===== src/rtl/smr_pkg.sv =====
// Shared definitions for the Simple RISC Machine controller: ISA field codes,
// writeback select codes, controller states and decoded instruction classes.
// No logic; imported by instr_decoder and instr_sequencer.
package smr_pkg;

    // Top-level opcode field IR[15:13]
    localparam logic [2:0] OP_MOV = 3'b110;
    localparam logic [2:0] OP_ALU = 3'b101;

    // op field IR[12:11] under OP_MOV
    localparam logic [1:0] MOV_REG = 2'b00;
    localparam logic [1:0] MOV_IMM = 2'b10;

    // op field IR[12:11] under OP_ALU (also drives ALUop directly)
    localparam logic [1:0] ALU_ADD = 2'b00;
    localparam logic [1:0] ALU_CMP = 2'b01;
    localparam logic [1:0] ALU_AND = 2'b10;
    localparam logic [1:0] ALU_MVN = 2'b11;

    // Register-file writeback source
    localparam logic [1:0] VSEL_C   = 2'b00;
    localparam logic [1:0] VSEL_IMM = 2'b01;

    typedef enum logic [2:0] {
        WAIT   = 3'd0,
        DECODE = 3'd1,
        WR_IMM = 3'd2,
        GET_A  = 3'd3,
        GET_B  = 3'd4,
        EXEC   = 3'd5,
        WR_REG = 3'd6
    } state_t;

    typedef enum logic [2:0] {
        CLS_ILLEGAL = 3'd0,
        CLS_MOV_IMM = 3'd1,
        CLS_MOV_REG = 3'd2,
        CLS_ADD     = 3'd3,
        CLS_CMP     = 3'd4,
        CLS_AND     = 3'd5,
        CLS_MVN     = 3'd6
    } iclass_t;

endpackage


===== src/rtl/instr_decoder.sv =====
// Purpose: split the instruction register into fields and classify it.
// Latency: purely combinational, zero cycles.
// Backpressure: none; output follows ir continuously.
// Ports: ir (16b instruction) -> opcode, op, rn, rd, sh, rm, sximm8, sximm5, iclass.
module instr_decoder
    import smr_pkg::*;
(
    input  logic [15:0] ir,
    output logic [2:0]  opcode,
    output logic [1:0]  op,
    output logic [2:0]  rn,
    output logic [2:0]  rd,
    output logic [1:0]  sh,
    output logic [2:0]  rm,
    output logic [15:0] sximm8,
    output logic [15:0] sximm5,
    output iclass_t     iclass
);

    assign opcode = ir[15:13];
    assign op     = ir[12:11];
    assign rn     = ir[10:8];
    assign rd     = ir[7:5];
    assign sh     = ir[4:3];
    assign rm     = ir[2:0];
    assign sximm8 = {{8{ir[7]}}, ir[7:0]};
    assign sximm5 = {{11{ir[4]}}, ir[4:0]};

    always_comb begin
        iclass = CLS_ILLEGAL;
        if (opcode == OP_MOV) begin
            if (op == MOV_IMM)      iclass = CLS_MOV_IMM;
            else if (op == MOV_REG) iclass = CLS_MOV_REG;
        end else if (opcode == OP_ALU) begin
            case (op)
                ALU_ADD: iclass = CLS_ADD;
                ALU_CMP: iclass = CLS_CMP;
                ALU_AND: iclass = CLS_AND;
                default: iclass = CLS_MVN;
            endcase
        end
    end

endmodule


===== src/rtl/instr_sequencer.sv =====
// Purpose: multi-cycle controller sequencing regfile and datapath registers.
// Latency: s to w: MOV-imm 2, CMP/MOV-reg/MVN 4, ADD/AND 5 cycles.
// Backpressure: w=1 only in WAIT; s and load are ignored outside WAIT.
// Ports: clk, reset (sync, high); in/load/s in; w, regfile controls (readnum,
// writenum, write), datapath enables (loada/b/c/s, asel, bsel, vsel), IR
// fields (shift, ALUop, sximm8, sximm5) and a one-cycle illegal pulse out.
module instr_sequencer
    import smr_pkg::*;
(
    input  logic        clk,
    input  logic        reset,
    input  logic [15:0] in,
    input  logic        load,
    input  logic        s,
    output logic        w,
    output logic [2:0]  readnum,
    output logic [2:0]  writenum,
    output logic        write,
    output logic        loada,
    output logic        loadb,
    output logic        loadc,
    output logic        loads,
    output logic        asel,
    output logic        bsel,
    output logic [1:0]  vsel,
    output logic [1:0]  shift,
    output logic [1:0]  ALUop,
    output logic [15:0] sximm8,
    output logic [15:0] sximm5,
    output logic        illegal
);

    state_t      state;
    logic [15:0] ir;
    logic [2:0]  opcode;
    logic [2:0]  rn, rd, rm;
    iclass_t     iclass;

    instr_decoder u_dec (
        .ir     (ir),
        .opcode (opcode),
        .op     (ALUop),
        .rn     (rn),
        .rd     (rd),
        .sh     (shift),
        .rm     (rm),
        .sximm8 (sximm8),
        .sximm5 (sximm5),
        .iclass (iclass)
    );

    // IR only changes in WAIT, so it is stable for the whole instruction.
    // illegal is registered: it pulses in the WAIT cycle following a DECODE
    // that rejected the encoding.
    always_ff @(posedge clk) begin
        if (reset) begin
            state   <= WAIT;
            ir      <= 16'h0000;
            illegal <= 1'b0;
        end else begin
            illegal <= 1'b0;
            case (state)
                WAIT: begin
                    if (load) ir <= in;
                    if (s) state <= DECODE;
                end
                DECODE: begin
                    case (iclass)
                        CLS_MOV_IMM:                  state <= WR_IMM;
                        CLS_MOV_REG, CLS_MVN:         state <= GET_B;
                        CLS_ADD, CLS_CMP, CLS_AND:    state <= GET_A;
                        default: begin
                            state   <= WAIT;
                            illegal <= 1'b1;
                        end
                    endcase
                end
                WR_IMM: state <= WAIT;
                GET_A:  state <= GET_B;
                GET_B:  state <= EXEC;
                EXEC:   state <= (iclass == CLS_CMP) ? WAIT : WR_REG;
                WR_REG: state <= WAIT;
                default: state <= WAIT;
            endcase
        end
    end

    // Moore outputs: depend only on state and IR.
    always_comb begin
        w        = 1'b0;
        readnum  = 3'd0;
        writenum = 3'd0;
        write    = 1'b0;
        loada    = 1'b0;
        loadb    = 1'b0;
        loadc    = 1'b0;
        loads    = 1'b0;
        asel     = 1'b0;
        bsel     = 1'b0;
        vsel     = VSEL_C;
        case (state)
            WAIT: w = 1'b1;
            WR_IMM: begin
                writenum = rn;
                vsel     = VSEL_IMM;
                write    = 1'b1;
            end
            GET_A: begin
                readnum = rn;
                loada   = 1'b1;
            end
            GET_B: begin
                readnum = rm;
                loadb   = 1'b1;
            end
            EXEC: begin
                // Single-operand instructions take 0 on the A side.
                asel = (iclass == CLS_MOV_REG) || (iclass == CLS_MVN);
                if (iclass == CLS_CMP) loads = 1'b1;
                else                   loadc = 1'b1;
            end
            WR_REG: begin
                writenum = rd;
                vsel     = VSEL_C;
                write    = 1'b1;
            end
            default: ;
        endcase
    end

endmodule


===== config.mk =====
export PLATFORM = sky130hd
export DESIGN_NAME = instr_sequencer
export DESIGN_NICKNAME = d
export VERILOG_FILES = /design/src/rtl/smr_pkg.sv /design/src/rtl/instr_decoder.sv /design/src/rtl/instr_sequencer.sv
export SDC_FILE = /design/constraint.sdc
export NUM_CORES = 1
export LEC_CHECK = 0
export CAP_MARGIN = 40
export CORE_MARGIN = 2
export CORE_UTILIZATION = 35
export DETAILED_ROUTE_END_ITERATION = 8
export GPL_ROUTABILITY_DRIVEN = 0
export PLACE_DENSITY_LB_ADDON = 0.2
export SYNTH_ARGS = -nofsm -noshare
export SYNTH_HDL_FRONTEND = slang
export SYNTH_SLANG_ARGS = --single-unit

===== constraint.sdc =====
create_clock -name clk -period 1.9 [get_ports clk]
set_clock_uncertainty 0.1 [all_clocks]
set_input_delay 0.475 -clock clk [delete_from_list [all_inputs] [get_ports clk]]
set_output_delay 0.475 -clock clk [all_outputs]
set_load 0.01 [all_outputs]

Word level (Yosys, flattened, before mapping)
Index checks and enable logic that the tools add are counted.

Bits in registers: 20. Bits of input ports: 20. Output and inout bits: 53. Logic and storage cells: 52.

Equal/unequal tests: 17. Mux-type cells: 22. Bitwise operators: 1. Reductions and logical operators: 9.

Operators by type and width (count): equality test 3 bit, second input constant (8); case mux 3 bit (3 select lines) (2); 2-to-1 mux 3 bit (5); case mux 3 bit (5 select lines) (1); equality test 3 x 2 -> 1 bit, second input constant (4); case mux 3 bit (2 select lines) (2); 2-to-1 mux 1 bit (11); equality test 3 x 1 -> 1 bit, second input constant (2); OR reduction 2 bit (3); OR reduction 6 bit (1); logical NOT 3 bit (1); OR reduction 3 bit (1); equality test 2 x 1 -> 1 bit, second input constant (1); equality test 2 bit, second input constant (1); logical NOT 2 bit (1); 2-to-1 mux 2 bit (1); != test 2 bit, second input constant (1); AND reduction 2 bit (1); logical OR 1 bit (1); NOT 1 bit (1).

Longest topological paths before layout
Word-level depth: 8. Depth in mapped cells: 6. Gate-level depth less buffers: 6.

Hierarchy
Synthesis repeated with hierarchy kept, for this count alone.

Cells, all modules: 184. Area, all modules: 1416.4 sq um.

By module, submodules not included: instr_sequencer (instances 1, cells an instance 122, area each 953.4 sq um, seq. area each 400.4 sq um); instr_decoder (instances 1, cells an instance 62, area each 462.9 sq um, seq. area each 0.0 sq um).

Least setup slack after synthesis
No wires, ideal clock.

Path type: register -> output. Start: register ir[11]. End: output loads. Arrival time: 1355 ps. Required time: 1325 ps. Path slack: -30 ps. Cell stages (with the launch flop): 6. Buffers on the path: 0. Path through: dfxtp_1 -> inv_1 -> ha_1 -> nor3b_1 -> and3_1 -> nor2b_1.

Longest elaborated chain between the ends: 7. Elaborated cells between the ends (all ways): 11. Those cells by class: 3 x eq/ne; 7 x mux; 1 x reduce/logical.

Ends and longest elaborated chain: from (decl) (line instr_sequencer.sv:34) `logic [15:0] ir;`; from (signal assigned) (line instr_sequencer.sv:64) `if (load) ir <= in;`; equality test 2 bit, or another cell as far along (line instr_decoder.sv:32, instr_decoder.sv:35); case mux 3 bit (3 select lines) / 2-to-1 mux 2 bit (equally long branches) (line instr_decoder.sv:35, instr_decoder.sv:33); 2-to-1 mux 3 bit (on tied branches) (line instr_decoder.sv:34, instr_decoder.sv:32); 2-to-1 mux 3 bit * (line instr_decoder.sv:31) `if (opcode == OP_MOV) begin`; equality test 3 bit * (line instr_sequencer.sv:119) `if (iclass == CLS_CMP) loads = 1'b1;`; 2-to-1 mux 1 bit * (line instr_sequencer.sv:119); 2-to-1 mux 1 bit * (line instr_sequencer.sv:101) `case (state)`; to (decl) (line instr_sequencer.sv:22) `output logic loads,`.

Mark *: on every way between the ends. The rest lies on a longest branch, timed or not.

Worst setup path after layout
Start: register ir[12]. End: output loadc.

Longest elaborated chain between the ends: 7. Elaborated cells between the ends (all ways): 11. Those cells by class: 3 x eq/ne; 7 x mux; 1 x reduce/logical.

Ends and longest elaborated chain: equality test 2 bit, or another cell as far along (line instr_decoder.sv:32, instr_decoder.sv:35); case mux 3 bit (3 select lines) / 2-to-1 mux 2 bit (equally long branches) (line instr_decoder.sv:35, instr_decoder.sv:33); 2-to-1 mux 3 bit (on tied branches) (line instr_decoder.sv:34, instr_decoder.sv:32); 2-to-1 mux 3 bit * (line instr_decoder.sv:31); equality test 3 bit * (line instr_sequencer.sv:119); 2-to-1 mux 1 bit * (line instr_sequencer.sv:119); 2-to-1 mux 1 bit * (line instr_sequencer.sv:101); to (decl) (line instr_sequencer.sv:21) `output logic loadc,`.

Marks and branches as above.

==> metrics.md <==
| Metric | Value |
|---|---|
| Initial antenna violation count | `0` |
| Clock Latency Late Sink | `0.26 ns` |
| Vias in the first global route | `1183` |
| Final ANT Viol Nets | `0` |
| Setup CP Type | `register to primary output` |
| Critical Path Source Type | `register` |
| Setup crit end kind | `primary output` |
| Most frequent cells in the layout | `45 x clkdlybuf4s50_1, 35 x nand2_1, 31 x buf_4, 15 x dfxtp_1, 10 x a21oi_2` |
| Top Ports | `73` |
| Post-synthesis simple-gate area fraction | `21.65%` |
| Die ar. | `0.004359 mm²` |
| Slowest-stage cell, CP | `dfxtp_4` |
| Worst hold slack | `0.3877 ns` |
| Post-layout min period | `2.104 ns` |
| Outcome | `finished with violations` |
| Fillers | `349` |
| Gr usage total | `16.41%` |
| Hpwl dp | `2739 µm` |
| Critical path peak fanout | `3` |
| Multi-input gate area | `696.9 µm²` |
| Largest net degree at the start of global routing | `17` |
| WP data required | `1.32 ns` |
| Number of DRC markers in iteration 0 | `57` |
| Peak supply drop | `328.1 µV` |
| Final instance area | `0.002216 mm²` |
| DRC violation count after routing | `0` |
| Failing checks | `negative setup slack` |
| Placed insts | `271` |
| WL/cell | `13.06 µm` |
| Share of synthesized registers carrying an async set or reset | `0%` |
| GRT overflow | `0` |
| Worst-margin pin slew | `0.5354 ns` |
| Pre-antenna DRT Iters | `4` |
| Fraction of the mapped netlist area in adder cells | `1.859%` |
| Compound-Gate Fraction of Synth Area | `18.96%` |
| Fin crit share | `110.7%` |
| Final setup fails | `3` |
| P_leak | `0.001039 µW` |
| Die width | `66.02 µm` |
| Non-Filler Instances | `283` |
| Max clock buf depth | `2` |
| RSZ-0062 raised after global routing | `true` |
| Worst-path cell chain | `inv_2 -> ha_4 -> nor3b_4 -> and3_4 -> buf_6 -> nor2_4 -> buf_6` |
| Top FF cell, synth | `dfxtp_1` |
| Clock transition at the registers of the reported paths | `0.07 ns` |
| Core box area | `0.003689 mm²` |
| Root buf cell | `clkbuf_8` |
| Detailed-route wire length | `3696 µm` |
| First-pass GRT wire length | `5437 µm` |
| Final-report hold violation count | `0` |
| Starting density of the core | `36.50%` |
| Setup slack after layout | `-0.2038 ns` |
| TritonCTS clock tree | `built` |
| Mapped cell area | `0.001346 mm²` |
| Htree depth | `1` |
| Commonest non-fill, non-tap cell in the layout | `clkdlybuf4s50_1` |
| Mean post-synth cell area | `7.919 µm²` |
| Syn-to-layout area delta | `64.59%` |
| Synth Instances | `170` |
| Synth Register Bits | `20` |
| Total power | `1129 µW` |
| Final core utilization | `60.07%` |
| Yosys warnings | `0` |
| DR vias/cell | `4.562` |
| Layout cells sized above 1 | `33.62%` |
| Worst min-delay path class | `register to register` |
| CTS Buf Count | `3` |
| Post-CTS Hold Buffers | `0` |
| IO buf count | `70` |
| Max cap viols | `0` |
| Via count | `1291` |
| Sequential fraction of the synthesis area | `29.74%` |
| FF+latch area | `411.6 µm²` |
| Xor and xnor fraction of the mapped netlist area | `0%` |
| Number of synthesized flops with an enable pin | `0` |
| Power per cell area | `509.5 mW/mm²` |
| Chip height | `66.02 µm` |
| Worst path arrival time | `1.53 ns` |
| Cell variety after synth | `35` |
| CP most frequent cell | `buf_6` |
| FMAX | `0.4753 GHz` |
| Max_slew headroom | `64.22%` |
| Fin nets | `258` |
| Largest family of logic cells by synthesized area | `buffers and inverters` |
| Placed inst area | `0.001998 mm²` |
| CTS sink cnt | `20` |
| Antenna fix cells | `0` |
| Mux cell area share after synthesis | `2.230%` |
| Fin. max-slew vios | `0` |
| Slowest stage delay, CP | `0.37 ns` |
| FP Rows | `22` |
layout make-up:
| type | count | area share [%] |
|---|---|---|
| repair buffers | 104 | 43.99 |
| multi-input cells | 103 | 31.45 |
| flip-flops and latches | 20 | 18.58 |
| well taps | 48 | 2.710 |
| clock buffers | 4 | 2.484 |
| inverters | 4 | 0.7905 |
state kept, by name, indices dropped and copies added, names as in the netlist:
signal,flops
illegal,1
ir,16
state,3
worst max-delay path: cells and delay by family, from the launching register on:
| kind | cells | cell delay, ns |
|---|---|---|
| simple gates | 3 | 0.47 |
| flops | 1 | 0.37 |
| buf+inv | 3 | 0.27 |
| fa+ha+maj | 1 | 0.16 |
cell families after synthesis:
kind of cell             Yosys count
adder cells (fa/ha/maj)            2
other                              1
multiplexers                       3
AND/OR/NAND/NOR                   61
buffers and inverters             48
AO/OA/AOI/OAI                     35
flip-flops                        20
final timing paths:
path	slack, ns	depth (start not counted)	start	to
setup / recovery	-0.20	7	ir[12]$_SDFFE_PP0P_	loadc
hold / removal	0.39	2	ir[2]$_SDFFE_PP0P_	ir[2]$_SDFFE_PP0P_
setup reg to reg	0.12	9	ir[12]$_SDFFE_PP0P_	state[1]$_SDFFE_PP0P_
hold reg to reg	0.39	2	ir[2]$_SDFFE_PP0P_	ir[2]$_SDFFE_PP0P_
repair_timing:
item                                    in CTS  in global routing
endpoints found under the setup margin      29                 28
buffers inserted                             3                  5
resized for setup                           60                 21
pin swaps                                    4                  4
Yosys cell counts (all sizes together) (2+ instances only):
library cell / number / share of area [%]
nand2: 35 / 9.8
inv: 4 / 1.1
o21a: 2 / 1.1
nor2b: 5 / 2.3
nor2: 8 / 2.2
nor3b: 2 / 1.1
o21ai: 5 / 1.9
a31oi: 2 / 0.93
a21oi: 18 / 9.5
a22o: 3 / 2.0
nand2b: 3 / 1.6
dfxtp: 20 / 30
and2: 2 / 0.93
ha: 2 / 1.9
mux2i: 3 / 2.2
buf: 43 / 24
where the power goes:
group | switching (µW) | total (µW) | leakage, µW | internal (µW)
clock | 141 | 325 | 0.0000288 | 185
combinational | 140 | 335 | 0.000844 | 195
sequential | 25.7 | 469 | 0.000167 | 443
layer usage:
layer	global-route usage, %	vias up	share of wire, %
li1	-	651	-
met1	19.67	610	42
met2	29.17	25	53
met3	3.237	5	3.2
met4	5.357	0	1.1
met5	0	-	0
through the flow:
step | setup TNS (ns) | setup WS [ns]
5_1_grt | -0.8518 | -0.2837
3_3_place_gp | -1.330 | -0.3434
6_report | -0.5761 | -0.2038
3_5_place_dp | -1.752 | -0.4322
4_1_cts | -0.5387 | -0.2214
2_1_floorplan | 0 | 0.05788
No activity file was read; power rests on OpenSTA's default activity.
